## config.mk

```make
export PLATFORM = sky130hd
export DESIGN_NAME = load_store_unit
export DESIGN_NICKNAME = d
export VERILOG_FILES = /design/src/rtl/load_store_unit_pkg.sv /design/src/rtl/load_store_unit_load_format.sv /design/src/rtl/load_store_unit.sv
export SDC_FILE = /design/constraint.sdc
export NUM_CORES = 1
export LEC_CHECK = 0
export CAP_MARGIN = 0
export CORE_MARGIN = 10
export CORE_UTILIZATION = 45
export CTS_CLUSTER_DIAMETER = 30
export CTS_CLUSTER_SIZE = 40
export DETAILED_ROUTE_END_ITERATION = 7
export PLACE_DENSITY_LB_ADDON = 0.08
export SETUP_SLACK_MARGIN = 0.5
export SYNTH_ARGS = -nofsm -noshare
export SYNTH_HDL_FRONTEND = slang
export SYNTH_HIERARCHICAL = 1
export SYNTH_SLANG_ARGS = --single-unit
```

## constraint.sdc

```tcl
create_clock -name clk -period 5.1 [get_ports clk]
set_input_delay 0.51 -clock clk [delete_from_list [all_inputs] [get_ports clk]]
set_output_delay 0.51 -clock clk [all_outputs]
set_load 0.005 [all_outputs]
```

## src/rtl/load_store_unit_pkg.sv

```systemverilog
`default_nettype none
// ============================================================================
// Module : load_store_unit_pkg
// Brief  : FSM state encoding and fault helper for the load/store unit.
// Rev    : 1.0
// ============================================================================
package load_store_unit_pkg;

    typedef enum logic [1:0] {
        LSU_IDLE    = 2'd0,
        LSU_ISSUE   = 2'd1,
        LSU_CAPTURE = 2'd2,
        LSU_RESP    = 2'd3
    } lsu_state_t;

    // Misaligned word access, or word address beyond implemented memory.
    function automatic logic lsu_fault(input logic        is_byte,
                                       input logic [15:0] addr,
                                       input logic [15:0] mem_words);
        return (!is_byte && addr[0]) || ({1'b0, addr[15:1]} >= mem_words);
    endfunction

endpackage
`default_nettype wire

```

## src/rtl/load_store_unit_load_format.sv

```systemverilog
`default_nettype none
// ============================================================================
// Module : load_store_unit_load_format
// Brief  : Word pass-through or byte sign/zero extension of memory read data.
// Rev    : 1.0
// ============================================================================
module load_store_unit_load_format (
    input  logic [15:0] i_rdata,
    input  logic        i_byte,
    input  logic        i_signed,
    output logic [15:0] o_data
);

    // The memory already steers the selected byte onto [7:0].
    always_comb begin
        o_data = i_rdata;
        if (i_byte) begin
            o_data = {(i_signed ? {8{i_rdata[7]}} : 8'h00), i_rdata[7:0]};
        end
    end

endmodule
`default_nettype wire

```

## src/rtl/load_store_unit.sv

```systemverilog
`default_nettype none
// ============================================================================
// Module : load_store_unit
// Brief  : Execute-to-data-memory bridge: byte-addressed requests in, word port out.
// Rev    : 1.0
// ============================================================================
module load_store_unit #(
    parameter int MEM_WORDS = 64
) (
    input  logic        clk,
    input  logic        rst,
    input  logic        i_req_valid,
    output logic        o_req_ready,
    input  logic        i_req_write,
    input  logic        i_req_byte,
    input  logic        i_req_signed,
    input  logic [15:0] i_req_addr,
    input  logic [15:0] i_req_wdata,
    output logic        o_resp_valid,
    output logic [15:0] o_resp_rdata,
    output logic        o_resp_fault,
    output logic [15:0] o_wait_cycles,
    output logic        o_mem_en,
    output logic        o_mem_we,
    output logic        o_mem_byte_enable,
    output logic        o_mem_byte_select,
    output logic [15:0] o_mem_addr,
    output logic [15:0] o_mem_wdata,
    input  logic [15:0] i_mem_rdata,
    input  logic        i_mem_wait
);

    import load_store_unit_pkg::*;

    localparam logic [15:0] c_MEM_WORDS = 16'(MEM_WORDS);

    lsu_state_t  r_state;
    lsu_state_t  w_next;
    logic        r_write;
    logic        r_byte;
    logic        r_signed;
    logic [15:0] r_addr;
    logic [15:0] r_wdata;
    logic [15:0] r_resp_rdata;
    logic        r_resp_fault;
    logic [15:0] r_wait_cycles;

    logic        w_accept;
    logic        w_fault;
    logic        w_active;
    logic [15:0] w_load_data;

    assign w_accept = i_req_valid && (r_state == LSU_IDLE);
    assign w_fault  = lsu_fault(i_req_byte, i_req_addr, c_MEM_WORDS);
    assign w_active = (r_state == LSU_ISSUE) || (r_state == LSU_CAPTURE);

    load_store_unit_load_format u_load_format (
        .i_rdata  (i_mem_rdata),
        .i_byte   (r_byte),
        .i_signed (r_signed),
        .o_data   (w_load_data)
    );

    always_ff @(posedge clk or posedge rst) begin
        if (rst) begin
            r_state       <= LSU_IDLE;
            r_write       <= 1'b0;
            r_byte        <= 1'b0;
            r_signed      <= 1'b0;
            r_addr        <= 16'h0000;
            r_wdata       <= 16'h0000;
            r_resp_rdata  <= 16'h0000;
            r_resp_fault  <= 1'b0;
            r_wait_cycles <= 16'h0000;
        end else begin
            r_state <= w_next;
            if (w_accept) begin
                r_write  <= i_req_write;
                r_byte   <= i_req_byte;
                r_signed <= i_req_signed;
                r_addr   <= i_req_addr;
                r_wdata  <= i_req_wdata;
            end
            if (w_active && i_mem_wait && (r_wait_cycles != 16'hFFFF)) begin
                r_wait_cycles <= r_wait_cycles + 16'd1;
            end
            // Response fields change only on entry to RESP and hold afterwards.
            if ((w_next == LSU_RESP) && (r_state != LSU_RESP)) begin
                r_resp_fault <= (r_state == LSU_IDLE) ? w_fault : 1'b0;
                r_resp_rdata <= (r_state == LSU_CAPTURE) ? w_load_data : 16'h0000;
            end
        end
    end

    always_comb begin
        w_next            = r_state;
        o_req_ready       = 1'b0;
        o_resp_valid      = 1'b0;
        o_mem_en          = 1'b0;
        o_mem_we          = 1'b0;
        o_mem_byte_enable = 1'b0;
        o_mem_byte_select = 1'b0;
        o_mem_addr        = 16'h0000;
        o_mem_wdata       = 16'h0000;

        // Port fields stay stable across ISSUE and CAPTURE for the memory's own registers.
        if (w_active) begin
            o_mem_byte_enable = r_byte;
            o_mem_byte_select = r_byte && r_addr[0];
            o_mem_addr        = {1'b0, r_addr[15:1]};
            o_mem_wdata       = r_byte ? {8'h00, r_wdata[7:0]} : r_wdata;
        end

        case (r_state)
            LSU_IDLE: begin
                o_req_ready = 1'b1;
                if (w_accept) begin
                    w_next = w_fault ? LSU_RESP : LSU_ISSUE;
                end
            end
            LSU_ISSUE: begin
                o_mem_en = 1'b1;
                o_mem_we = r_write;
                if (!i_mem_wait) begin
                    w_next = r_write ? LSU_RESP : LSU_CAPTURE;
                end
            end
            LSU_CAPTURE: begin
                if (!i_mem_wait) begin
                    w_next = LSU_RESP;
                end
            end
            LSU_RESP: begin
                o_resp_valid = 1'b1;
                w_next       = LSU_IDLE;
            end
            default: w_next = LSU_IDLE;
        endcase
    end

    assign o_resp_rdata  = r_resp_rdata;
    assign o_resp_fault  = r_resp_fault;
    assign o_wait_cycles = r_wait_cycles;

endmodule
`default_nettype wire
```

# Yosys cells after proc, flatten, opt, wreduce, memory -nomap -nowiden
# Index checks and enable logic that the tools add are counted.
totals:
  wordCells: 46
  reg_bits: 70
  in_bits: 55
classes:
  order_cmp: 1
  muxes: 19
  reduce_logical: 10
  eq_ne: 6
  add_sub_neg: 1
ops:
  columns: ["cell", "count"]
  rows:
  - ["two-way mux 16 bit", 4]
  - ["adder 16 x 1 -> 16 bit (second input constant)", 1]
  - ["!= test 16 bit (second input constant)", 1]
  - ["greater-or-equal comparator 15 x 7 -> 1 bit (second input constant)", 1]
  - ["two-way mux 15 bit", 1]
  - ["two-way mux 1 bit", 8]
  - ["two-way mux 2 bit", 4]
  - ["two-way mux 8 bit", 1]
  - ["case mux 2 bit (4 select lines)", 1]
  - ["equality test 2 bit (second input constant)", 3]
  - ["logical AND 1 bit", 6]
  - ["equality test 2 x 1 -> 1 bit (second input constant)", 1]
  - ["logical NOT 2 bit", 1]
  - ["logical OR 1 bit", 2]
  - ["!= test 2 bit (second input constant)", 1]
  - ["logical NOT 1 bit", 1]

# Logic depth before layout (Yosys ltp)
logic_depth:
  ltp_word: 8
  ltp_mapped: 10
  depth_no_buf: 7

# Cells and area by module
# The synthesis kept the hierarchy.
modules_own_cells:
  columns: ["mod", "area_per_inst_um2", "seq_area_each_um2", "cells_per_inst", "instances"]
  rows:
  - ["load_store_unit", 3310.7, 1751.7, 283, 1]
  - ["load_store_unit_load_format", 140.1, 0.0, 25, 1]

# Worst setup path after synthesis
# Ideal clock, no wire load.
synth_timing:
  kind: "reg2reg"
  start: "register r_state[1]"
  end: "register r_resp_fault, in the netlist o_resp_fault"
  path_stages_with_launch: 11
  setup_time_ns: 0.079
  t_required_ns: 5.021
  arrival_ns: 1.830
  path_buffers: 3
  setup_slack_ns: 3.191
  cell_sequence: "dfrtp_1 inv_1 ha_1 buf_6 nor4b_1 nor3_2 o21a_2 nand3b_2 buf_6 buf_12 mux2i_1"
synth_via:
  elab_chain_len: 6
synth_lines:
  columns: ["item", "line", "rtl"]
  rows:
  - ["start: declaration", "load_store_unit.sv:37", "lsu_state_t r_state;"]
  - ["start signal: assignment", "load_store_unit.sv:76", "r_state <= w_next;"]
  - ["logical NOT 2 bit", "load_store_unit.sv:53, load_store_unit.sv:114", null]
  - ["logical AND 1 bit", "load_store_unit.sv:53", "assign w_accept = i_req_valid && (r_state == LSU_IDLE);"]
  - ["two-way mux 2 bit", "load_store_unit.sv:117", "if (w_accept) begin"]
  - ["case mux 2 bit (4 select lines) *", "load_store_unit.sv:114", "case (r_state)"]
  - ["net w_next[1]", "load_store_unit.sv:38", "lsu_state_t w_next;"]
  - ["equality test 2 bit *", "load_store_unit.sv:88", "if ((w_next == LSU_RESP) && (r_state != LSU_RESP)) begin"]
  - ["logical AND 1 bit *", "load_store_unit.sv:88", null]
  - ["end signal: assignment", "load_store_unit.sv:89", "r_resp_fault <= (r_state == LSU_IDLE) ? w_fault : 1'b0;"]
  - ["end: declaration", "load_store_unit.sv:45", "logic r_resp_fault;"]
# The timed path passes the listed nets; every way through them passes the cells marked *.
# A chain may end at the register's enable or synchronous reset.

# Final worst setup path
layout_timing:
  start: "register r_state[1]"
  end: "output port o_mem_wdata[12]"
layout_via:
  elab_chain_len: 3
layout_lines:
  columns: ["item", "line", "rtl"]
  rows:
  - ["equality test 2 x 1 -> 1 bit or equality test 2 bit (tied branches)", "load_store_unit.sv:55", "assign w_active = (r_state == LSU_ISSUE) || (r_state == LSU_CAPTURE);"]
  - ["logical OR 1 bit *", "load_store_unit.sv:55", null]
  - ["two-way mux 16 bit *", "load_store_unit.sv:107", "if (w_active) begin"]
  - ["end: declaration", "load_store_unit.sv:28", "output logic [15:0] o_mem_wdata,"]
# Mark *: on every way between the ends. The rest lies on a longest branch, timed or not.

==> results.md <==
- Ordered cell list for the critical path: inv_1 -> ha_1 -> nor2b_1 -> and2_1 -> clkdlybuf4s50_1
- Most common cell after layout, fill and taps aside: clkdlybuf4s50_1
- Antenna cell count: 0
- Sequential fraction of the synthesis area: 0.5076
- Worst reg-to-reg path cell count: 6
- Final hold vios: 0
- Synth cell types: 40
- Initial antenna violation count: 0
- Slowest stage cell, crit path: ha_1
- Clk sinks: 70
- Power density cells: 570.5 mW/mm2
- GP Congestion: 0.7149
- CP Capture Type: primary output
- CP arrival: around 2.8 ns
- Antenna Nets Post-Route: 0
- Cell Area, Placed: ~0.0047 mm2
- Critical Path Max Stage Delay: 0.74 ns
- Status: finished, final reports clean
- HP Class: flip-flop to flip-flop
- Post-CTS setup buffer count: 0
- Compound-gate portion of the synthesized area: 0.03046
- Final Util: 0.6593
- Ys Warns: 6
- Most frequent cells in the layout: clkdlybuf4s50_1, dfrtp_1, mux2_2, and2_1
- Share of cells above drive strength 1: 0.1422
- Worst-path fanout max: 27
- Max cap viols: 0
- Std-Cell Rows: 31
- Max VDD drop: approximately 380 uV
- Syn_nets: between 300 and 400
- Worst setup SP type: flip-flop
- #FFs+latches synth: 70
- Drt drc: 0
- CTS tree: done
- Hold Slack: between 0.4 and 0.5 ns
- Nets: slightly below 500
- Drt first-iter violations: between 60 and 70
- Final period utilization: 0.6482
- Starting Density: 0.4683
- Layout Area Growth over Synthesis: 40.79%
- Grt ovf: 0
- Critical setup path kind: flip-flop to primary output
- Worst skew pair latency: between 0.3 and 0.4 ns
- Final setup violation count: 0
- Ys flop type: dfrtp_1
- Synthesized area per cell: about 11 um2
- Clock-pin slew on the worst setup and hold paths: approximately 0.07 ns
- Resize count post-CTS: 0
- Tightest Pin Transition: around 0.90 ns
- Depth of the CTS H-tree: 3
- Largest cells by area after synthesis: dfrtp_1, mux2_2, and2_1, mux2i_1, inv_1
- Post-Route WL: between 8 and 9 mm
- Post-synth EDFFs: 0
- Final HPWL DP: 6.570 mm
- Hold path startpoint: r_wdata[15]
- CORE AREA: ~0.0074 mm2
- Port Buffer Count: between 100 and 150
- Post-synth ARST share: 1.000
- Via count: ~2.6k
- Largest net degree at the start of global routing: 40
- Io pins: ~130
- Fin area: approximately 0.0049 mm2
- Synthesized instance count: roughly 310
- GRT Overall Usage: 0.1536
- Leak: ~0.0021 uW
- Worst setup path startpoint: r_state[1]
- Die Area: 0.01157 mm2
- Cell taking the most area after synthesis: dfrtp_1
- Die Y-Extent: about 110 um
- Clock skew: approximately 0.0066 ns
- Routed len/inst: approximately 17 um
- Die W: 107.6 um
- Unrepaired setup endpoints after global routing: false
- Multiplexer area fraction after synthesis: 0.1664
- DR vias/cell: 4.866
- Top-area cell type share of the netlist area: 0.5076
- Vias in the first global route: 2,753
- Synth Area in XOR/XNOR: 0.03299
- Synth Cell Area: between 0.003 and 0.004 mm2
- Hold path cells: 1
- Slew Limit Headroom: 0.3990
- Critical R2R Launch: r_state[1]
- Post-Synth Simple-Gate Area: 0.1664
- CTS root buf: clkbuf_8
- First-pass GRT wire length: about 14 mm
- Tmin final: 3.306 ns
- Slew Viols, Final: 0
- Required @ worst endpoint: ~4.6 ns
- CTS Hold Bufs: 0
- CTS buffer count: 9
- FMAX: about 300 MHz
- Largest family of logic cells by synthesized area: simple AND/OR/NAND/NOR gates
- Max Root-Sink Buffers: 2
- DR pass1 iterations: 4
- Final setup TNS: 0 ns
- Adder-cell share of the synthesized area: 0.02175
==> logic make-up (layout without fill, tap and decap cells) <==
family          after synthesis  count (layout)
flops                        70              70
compound gates               17              17
xor+xnor                     13              13
mux                          53              53
buf+inv                      49             170
fa+ha+maj                     6               6
simple gates                 99              99
other cells                   1               1
==> critical path, delay by kind of cell (launching register included) <==
family | cells | cell delay, ns
adders and majority gates | 1 | 0.74
buffers and inverters | 2 | 0.62
and+or+nand+nor | 2 | 0.65
DFF | 1 | 0.46
==> report_power, final <==
part	switching, uW	internal [uW]
combinational	566	869
sequential	150	787
clock	200	200
total	916	1860
==> state kept, by name, indices dropped and copies added (netlist names) <==
name and cells:
r_addr 16, o_resp_fault 1, o_wait_cycles 16, r_signed 1, r_state 2, r_byte 1, r_write 1, r_wdata 16
o_resp_rdata 16
==> path summary, 6_finish.rpt <==
| kind | end | slack [ns] |
|---|---|---|
| min in group asynchronous | o_wait_cycles[15] | 0.65 |
| min reg2reg | r_wdata[15] | 0.50 |
| max | o_mem_wdata[12] | 1.79 |
| max in group asynchronous | r_wdata[5] | 3.52 |
| max reg2reg | o_resp_rdata[6] | 2.35 |
| min | r_wdata[15] | 0.50 |
==> cell type report <==
class                   count  area (um2)
fillers                   609        2511
well taps                  99       123.9
flip-flops and latches     70        1752
multi-input cells         189        1446
repair buffers            125        1249
clock inverters             3       20.02
clock buffers              12       155.1
inverters                  30       112.6
==> synth_stat cells (2+ instances only) <==
cell / n
nor3_1: 3
inv_1: 30
nor3_2: 2
nand2_1: 29
dfrtp_1: 70
buf_4: 9
and3_1: 2
o21ai_0: 10
mux2_2: 35
buf_2: 3
nor4_1: 2
clkbuf_1: 3
mux2i_1: 18
and2_1: 35
ha_1: 6
xnor2_1: 12
buf_6: 2
nand4_1: 7
nor2_1: 4
nand3_1: 4
nor2b_1: 2
a21oi_1: 2
==> layer usage <==
layer	share of wire	track usage	wire, um
met1	0.41	0.1725	3579
met2	0.49	0.2550	4302
met3	0.095	0.06407	840
met4	0.010	0.05630	89
met5	0	0	0
==> metrics by stage <==
| stage | total power (uW) | cells | worst slack [ns] |
|---|---|---|---|
| after floorplan | 1682 | 308 | 2.822 |
| after global placement | 2373 | 513 | 2.223 |
| after detailed placement | 2409 | 513 | 2.102 |
| after CTS | 2822 | 528 | 1.729 |
| after global routing | 2982 | 528 | 1.539 |
| final | 2772 | 528 | 1.794 |
Note: power is estimated with default switching activity, not from simulation.
